<file path="config.mk">
export PLATFORM = sky130hd
export DESIGN_NAME = present_dec_la
export DESIGN_NICKNAME = d
export VERILOG_FILES = /design/src/rtl/present_pkg.sv /design/src/rtl/present_key_sched.sv /design/src/rtl/present_dec_la.sv
export SDC_FILE = /design/constraint.sdc
export NUM_CORES = 1
export LEC_CHECK = 0
export ABC_CLOCK_PERIOD_IN_PS = 2200
export CORE_UTILIZATION = 45
export CTS_CLUSTER_DIAMETER = 40
export DETAILED_ROUTE_END_ITERATION = 12
export HOLD_SLACK_MARGIN = 0.05
export PLACE_DENSITY = 0.74
export SYNTH_ARGS = -nofsm -noshare
export SYNTH_HDL_FRONTEND = slang
export SYNTH_HIERARCHICAL = 1
export SYNTH_SLANG_ARGS = --single-unit
</file>
<file path="constraint.sdc">
create_clock -name wb_clk_i -period 2.2 [get_ports wb_clk_i]
set_input_delay 0.22 -clock wb_clk_i [delete_from_list [all_inputs] [get_ports wb_clk_i]]
set_output_delay 0.22 -clock wb_clk_i [all_outputs]
set_load 0.005 [all_outputs]
</file>
<file path="src/rtl/present_pkg.sv">
// present_pkg: shared constants, types and PRESENT cipher primitives.
// Holds the S-box / inverse S-box lookups, pLayer / inverse pLayer,
// the decryptor FSM state enum, the LA command framing struct and the
// address / read-select encodings. No ports.
package present_pkg;

  localparam int ROUNDS = 31;
  localparam int KEY_W  = 80;
  localparam int BLK_W  = 64;

  // Write addresses
  localparam logic [2:0] ADDR_CT_LO  = 3'd0;
  localparam logic [2:0] ADDR_CT_HI  = 3'd1;
  localparam logic [2:0] ADDR_KEY_LO = 3'd2;
  localparam logic [2:0] ADDR_KEY_MD = 3'd3;
  localparam logic [2:0] ADDR_KEY_HI = 3'd4;

  // Readback selects
  localparam logic [1:0] RD_PT_LO  = 2'd0;
  localparam logic [1:0] RD_PT_HI  = 2'd1;
  localparam logic [1:0] RD_STATUS = 2'd2;
  localparam logic [1:0] RD_CT_LO  = 2'd3;

  typedef enum logic [1:0] {S_IDLE, S_KEYEXP, S_ROUND, S_FINAL} state_e;

  // Field layout of the 39-bit LA command bus, MSB first.
  typedef struct packed {
    logic [1:0]  sel;
    logic        start;
    logic        wr;
    logic [2:0]  addr;
    logic [31:0] data;
  } la_cmd_t;

  // Nibble tables, entry x at bits [4x+3:4x].
  localparam logic [63:0] SBOX_TBL  = 64'h2174_8FE3_DA09_B65C;
  localparam logic [63:0] ISBOX_TBL = 64'hA970_364B_D21C_8FE5;

  function automatic logic [3:0] sbox(input logic [3:0] x);
    return SBOX_TBL[{x, 2'b00} +: 4];
  endfunction

  function automatic logic [3:0] inv_sbox(input logic [3:0] x);
    return ISBOX_TBL[{x, 2'b00} +: 4];
  endfunction

  function automatic logic [BLK_W-1:0] inv_sbox_layer(input logic [BLK_W-1:0] s);
    logic [BLK_W-1:0] r;
    for (int i = 0; i < 16; i++) r[4*i +: 4] = inv_sbox(s[4*i +: 4]);
    return r;
  endfunction

  // Bit i moves to (16*i) mod 63; bit 63 stays put.
  function automatic logic [BLK_W-1:0] player(input logic [BLK_W-1:0] s);
    logic [BLK_W-1:0] r;
    for (int i = 0; i < 63; i++) r[(16*i) % 63] = s[i];
    r[63] = s[63];
    return r;
  endfunction

  function automatic logic [BLK_W-1:0] inv_player(input logic [BLK_W-1:0] s);
    logic [BLK_W-1:0] r;
    for (int i = 0; i < 63; i++) r[i] = s[(16*i) % 63];
    r[63] = s[63];
    return r;
  endfunction

endpackage

</file>
<file path="src/rtl/present_key_sched.sv">
// present_key_sched: combinational PRESENT-80 key update, both directions.
//   key_i [79:0]  current key register
//   rc_i  [4:0]   round counter
//   inv_i         0 = forward update, 1 = inverse update
//   key_o [79:0]  updated key
module present_key_sched
  import present_pkg::*;
(
  input  logic [KEY_W-1:0] key_i,
  input  logic [4:0]       rc_i,
  input  logic             inv_i,
  output logic [KEY_W-1:0] key_o
);

  logic [KEY_W-1:0] fwd, bwd;

  always_comb begin
    // forward: rotate left 61, S-box top nibble, counter into [19:15]
    fwd         = {key_i[18:0], key_i[79:19]};
    fwd[79:76]  = sbox(fwd[79:76]);
    fwd[19:15]  = fwd[19:15] ^ rc_i;
    // inverse undoes those steps in reverse order; rotate right 61 == left 19
    bwd         = key_i;
    bwd[19:15]  = bwd[19:15] ^ rc_i;
    bwd[79:76]  = inv_sbox(bwd[79:76]);
    key_o       = inv_i ? {bwd[60:0], bwd[79:61]} : fwd;
  end

endmodule

</file>
<file path="src/rtl/present_dec_la.sv">
// present_dec_la: iterative PRESENT-80 decryptor driven over the LA bus.
//   wb_clk_i          system clock
//   wb_rst_ni         async active-low reset
//   la_data_in [38:0] {sel[1:0], start, wr, addr[2:0], data[31:0]}
//   la_data_out[31:0] registered readback (pt lo / pt hi / status / ct lo)
// Optional macro PRESENT_DEC_KEYCACHE_EN keeps K32 so repeat starts with an
// unchanged key skip key expansion.
module present_dec_la
  import present_pkg::*;
(
  input  logic        wb_clk_i,
  input  logic        wb_rst_ni,
  input  logic [38:0] la_data_in,
  output logic [31:0] la_data_out
);

  la_cmd_t          cmd_q;
  logic             wr_prev_q, st_prev_q;
  logic             wr_edge, st_edge, busy, cached;
  state_e           state_q, state_d;
  logic [4:0]       rc_q, rc_d;
  logic [BLK_W-1:0] ct_q, ct_d, blk_q, blk_d, pt_q, pt_d;
  logic [KEY_W-1:0] key_q, key_d, wk_q, wk_d, ks_out;
  logic             done_q, done_d;
  logic [31:0]      out_d, out_q;
`ifdef PRESENT_DEC_KEYCACHE_EN
  logic [KEY_W-1:0] kc_q, kc_d;
  logic             kc_vld_q, kc_vld_d;
  assign cached = kc_vld_q;
`else
  assign cached = 1'b0;
`endif

  assign wr_edge = cmd_q.wr    & ~wr_prev_q;
  assign st_edge = cmd_q.start & ~st_prev_q;
  assign busy    = (state_q != S_IDLE);

  // Inverse direction only while walking the rounds back down.
  present_key_sched u_ks (
    .key_i (wk_q),
    .rc_i  (rc_q),
    .inv_i (state_q == S_ROUND),
    .key_o (ks_out)
  );

  always_comb begin
    state_d = state_q;
    rc_d    = rc_q;
    ct_d    = ct_q;
    key_d   = key_q;
    blk_d   = blk_q;
    wk_d    = wk_q;
    pt_d    = pt_q;
    done_d  = done_q;
`ifdef PRESENT_DEC_KEYCACHE_EN
    kc_d     = kc_q;
    kc_vld_d = kc_vld_q;
`endif
    // Write first so a same-cycle start sees the new words.
    if (!busy && wr_edge) begin
      done_d = 1'b0;
      case (cmd_q.addr)
        ADDR_CT_LO:  ct_d[31:0]   = cmd_q.data;
        ADDR_CT_HI:  ct_d[63:32]  = cmd_q.data;
        ADDR_KEY_LO: key_d[31:0]  = cmd_q.data;
        ADDR_KEY_MD: key_d[63:32] = cmd_q.data;
        ADDR_KEY_HI: key_d[79:64] = cmd_q.data[15:0];
        default: ;
      endcase
`ifdef PRESENT_DEC_KEYCACHE_EN
      if (cmd_q.addr inside {ADDR_KEY_LO, ADDR_KEY_MD, ADDR_KEY_HI}) kc_vld_d = 1'b0;
`endif
    end
    case (state_q)
      S_IDLE: if (st_edge) begin
        done_d = 1'b0;
        blk_d  = ct_d;
`ifdef PRESENT_DEC_KEYCACHE_EN
        if (kc_vld_d) begin
          wk_d    = kc_q;
          rc_d    = 5'(ROUNDS);
          state_d = S_ROUND;
        end else begin
          wk_d    = key_d;
          rc_d    = 5'd1;
          state_d = S_KEYEXP;
        end
`else
        wk_d    = key_d;
        rc_d    = 5'd1;
        state_d = S_KEYEXP;
`endif
      end
      S_KEYEXP: begin
        wk_d = ks_out;
        if (rc_q == 5'(ROUNDS)) begin
          state_d = S_ROUND;   // rc stays at 31 for the first inverse round
`ifdef PRESENT_DEC_KEYCACHE_EN
          kc_d     = ks_out;
          kc_vld_d = 1'b1;
`endif
        end else begin
          rc_d = rc_q + 5'd1;
        end
      end
      S_ROUND: begin
        blk_d = inv_sbox_layer(inv_player(blk_q ^ wk_q[79:16]));
        wk_d  = ks_out;
        if (rc_q == 5'd1) state_d = S_FINAL;
        else              rc_d    = rc_q - 5'd1;
      end
      S_FINAL: begin
        pt_d    = blk_q ^ wk_q[79:16];   // whitening with K1
        done_d  = 1'b1;
        state_d = S_IDLE;
      end
      default: state_d = S_IDLE;
    endcase
  end

  always_comb begin
    out_d = '0;
    case (cmd_q.sel)
      RD_PT_LO:  out_d = pt_q[31:0];
      RD_PT_HI:  out_d = pt_q[63:32];
      RD_STATUS: out_d = {29'b0, cached, done_q, busy};
      RD_CT_LO:  out_d = ct_q[31:0];
      default:   out_d = '0;
    endcase
  end

  always_ff @(posedge wb_clk_i or negedge wb_rst_ni) begin
    if (!wb_rst_ni) begin
      cmd_q     <= '0;
      wr_prev_q <= 1'b0;
      st_prev_q <= 1'b0;
      state_q   <= S_IDLE;
      rc_q      <= '0;
      ct_q      <= '0;
      key_q     <= '0;
      blk_q     <= '0;
      wk_q      <= '0;
      pt_q      <= '0;
      done_q    <= 1'b0;
      out_q     <= '0;
    end else begin
      cmd_q     <= la_cmd_t'(la_data_in);
      wr_prev_q <= cmd_q.wr;
      st_prev_q <= cmd_q.start;
      state_q   <= state_d;
      rc_q      <= rc_d;
      ct_q      <= ct_d;
      key_q     <= key_d;
      blk_q     <= blk_d;
      wk_q      <= wk_d;
      pt_q      <= pt_d;
      done_q    <= done_d;
      out_q     <= out_d;
    end
  end

`ifdef PRESENT_DEC_KEYCACHE_EN
  always_ff @(posedge wb_clk_i or negedge wb_rst_ni) begin
    if (!wb_rst_ni) begin
      kc_q     <= '0;
      kc_vld_q <= 1'b0;
    end else begin
      kc_q     <= kc_d;
      kc_vld_q <= kc_vld_d;
    end
  end
`endif

  assign la_data_out = out_q;

endmodule
</file>
==> flow_metrics.env <==
export IMPL_cts_made_buffers=73
export IMPL_async_flop_share_pct=100.0
export IMPL_rsz0062_at_grt="yes"
export IMPL_core_area_mm2=0.05161
export IMPL_cts_htree_levels=3
export IMPL_die_area_mm2=0.05337
export IMPL_worstPathArrival_ns=2.68
export IMPL_rows=83
export IMPL_multi_input_area_mm2=0.01187
export IMPL_fin_tns_setup_ns=-0.03114
export IMPL_boundaryPins=73
export IMPL_grt_overflow=0
export IMPL_synth_cells=2155
export IMPL_layout_drive_gt1_share_pct=22.81
export IMPL_relSlewSlack_pct=58.20
export IMPL_violations="negative setup slack"
export IMPL_min_path_type="input port to flop"
export IMPL_placed_cells_incl_taps=2926
export IMPL_grt_start_max_net_pins=92
export IMPL_max_slew_worst_pin_slew_ns=0.6249
export IMPL_cts_tree="done"
export IMPL_clkSinkCount=433
export IMPL_gp_congestion=0.9682
export IMPL_required_ns=2.65
export IMPL_vias_per_cell=6.059
export IMPL_period_needed_ns=2.231
export IMPL_preCtsSetupSlack_ns=-0.6789
export IMPL_worstSkewPairLatency_ns=0.62
export IMPL_routed_wl_um=75580
export IMPL_ys_seq_area_share_pct=45.91
export IMPL_synth_top_flop_cell="dfrtp_1"
export IMPL_wl_per_cell_um=24.43
export IMPL_yosys_area_top_type="dfrtp_1"
export IMPL_cp_start_kind="flop"
export IMPL_syn_to_final_growth_pct=23.99
export IMPL_nets=2508
export IMPL_p_total_mw=58.04
export IMPL_worstPathMaxFanout=20
export IMPL_die_w_um=231.0
export IMPL_ant_nets=0
export IMPL_fin_ws_ns=-0.03114
export IMPL_antenna_found_initial=10
export IMPL_synth_nets=2311
export IMPL_route_detailed_drc=0
export IMPL_first_global_vias=18720
export IMPL_cp_end_kind="flop"
export IMPL_setup_violations=1
export IMPL_yosysMostFrequentCell="dfrtp_1"
export IMPL_p_leak_nw=13.97
export IMPL_holdWs_ns=0.06223
export IMPL_fmax_ghz=0.4482
export IMPL_synth_top_area_share_pct=45.91
export IMPL_drt_pass1_iter_count=6
export IMPL_drt_initial_drc_count=1919
export IMPL_cts_root_buffer_cell="clkbuf_16"
export IMPL_fin_crit_sh_pct=101.4
export IMPL_place_area_mm2=0.02620
export IMPL_place_hpwl_um=52920
export IMPL_yosysWarnings=6
export IMPL_start_util_pct=45.73
export IMPL_seqCellArea_mm2=0.01084
export IMPL_final_cells=3094
export IMPL_fill_cells=4224
export IMPL_synth_top_cells_by_area="dfrtp_1 (46%), ha_1 (6.1%), mux2_2 (6.0%), mux4_2 (3.5%), a211oi_1 (3.5%)"
export IMPL_synthTopCellsByCount="dfrtp_1 (433), nor2_1 (179), mux2_2 (125)"
export IMPL_yosysUniqueCellTypes=59
export IMPL_die_h_um=231.0
export IMPL_power_per_cell_area_mw_per_mm2=1983
export IMPL_hold_violations=0
export IMPL_maxCapViolCount=0
export IMPL_status="finished, violations left"
export IMPL_clk_pin_slew_worst_paths_ns=0.06
export IMPL_synth_area_mm2=0.02360
export IMPL_ir_drop_v=0.001100
export IMPL_port_buffers=72
export IMPL_critPathKind="flop to flop"
export IMPL_grt_pass1_wl_um=115200
export IMPL_cts_max_path_buffers=3
export IMPL_synth_edf_count=0
export IMPL_grt_use_total_pct=28.72
export IMPL_drv_slew=0
export IMPL_ys_ff_latch=433
export IMPL_fin_worst_skew_ns=0.02702
export IMPL_post_route_util_pct=56.70
export IMPL_final_cell_area_mm2=0.02926
export IMPL_syn_area_per_cell_um2=10.95
export IMPL_vias=18750
-- sequential cells by signal (all words and copies together) (netlist names), 2 cells and up --
name and flops:
ct_q 64, blk_q 64, state_q 2, rc_q 5, wk_q 80, key_q 80
pt_q 64, cmd_q 39, la_data_out 32
-- metal layers --
metal / GRT usage, % / wire length, um
met1: 39.11 / 30490
met4: 13.25 / 3414
met5: 0 / 44
met3: 6.594 / 7862
met2: 43.46 / 33770
-- final timing paths --
path | start | end | slack [ns] | cells after the start
max in group asynchronous | wb_rst_ni | pt_q[53]$_DFFE_PN0P_ | 1.27 | 3
min in group asynchronous | wb_rst_ni | cmd_q[10]$_DFF_PN0_ | 0.08 | 2
hold / removal | la_data_in[22] | cmd_q[22]$_DFF_PN0_ | 0.06 | 1
hold reg to reg | cmd_q[35]$_DFF_PN0_ | wr_prev_q$_DFF_PN0_ | 0.42 | 0
setup reg to reg | state_q[1]$_DFFE_PN0P_ | wk_q[20]$_DFFE_PN0P_ | -0.03 | 9
setup / recovery | state_q[1]$_DFFE_PN0P_ | wk_q[20]$_DFFE_PN0P_ | -0.03 | 9
-- repair_timing --
action                     4_1_cts  5_1_grt
hold endpoints to repair       460        0
hold buffers                    28        0
buffers inserted                 0        3
gates resized for setup          8       10
pin swaps                        2        2
setup endpoints to repair        4       21
-- placed cells by master (no fill, tap or decap), drive strengths merged, types with 29 or more instances in the layout --
cell type        n
a22o            32
o31ai           80
mux2i           48
clkbuf          84
a21o            87
inv            110
clkdlybuf4s50   71
nand2b          34
nand3           30
mux2           142
nand2          104
a21oi           85
ha             115
a211oi         109
xor2            34
buf            174
and3           102
xnor2           83
nor2           179
mux4            37
o211a           29
dfrtp          433
-- power breakdown --
part	total (mW)	leakage, nW	switching (mW)	internal, mW
clock	12.3	1.28	4.42	7.88
sequential	14.6	5.28	3.20	11.4
combinational	31.2	7.41	16.6	14.6
-- worst max-delay path, stage by stage (launching register included) --
cell,delay (ns)
dfrtp_1,0.39
inv_2,0.10
ha_4,0.17
and3b_2,0.25
buf_12,0.17
buf_12,0.13
buf_12,0.11
and3_1,0.19
a211oi_2,0.07
o31ai_4,0.49
-- logic make-up after synthesis --
kind of cell    after synthesis  synth area share, %
xor+xnor                    117                4.342
compound gates              527                16.75
simple gates                486                9.866
fa+ha+maj                   115                6.097
mux                         227                12.61
flops                       433                45.91
buf+inv                     250                4.427
-- layout make-up --
| cell class | count | area share, % |
|---|---|---|
| diodes | 3 | 0.02565 |
| clock buffers | 84 | 6.768 |
| clock inverters | 50 | 2.317 |
| inverters | 99 | 1.270 |
| multi-input cells | 1472 | 40.57 |
| flip-flops and latches | 433 | 37.03 |
| well taps | 680 | 2.907 |
| repair buffers | 273 | 9.115 |
(Power assumes the default switching activity.)
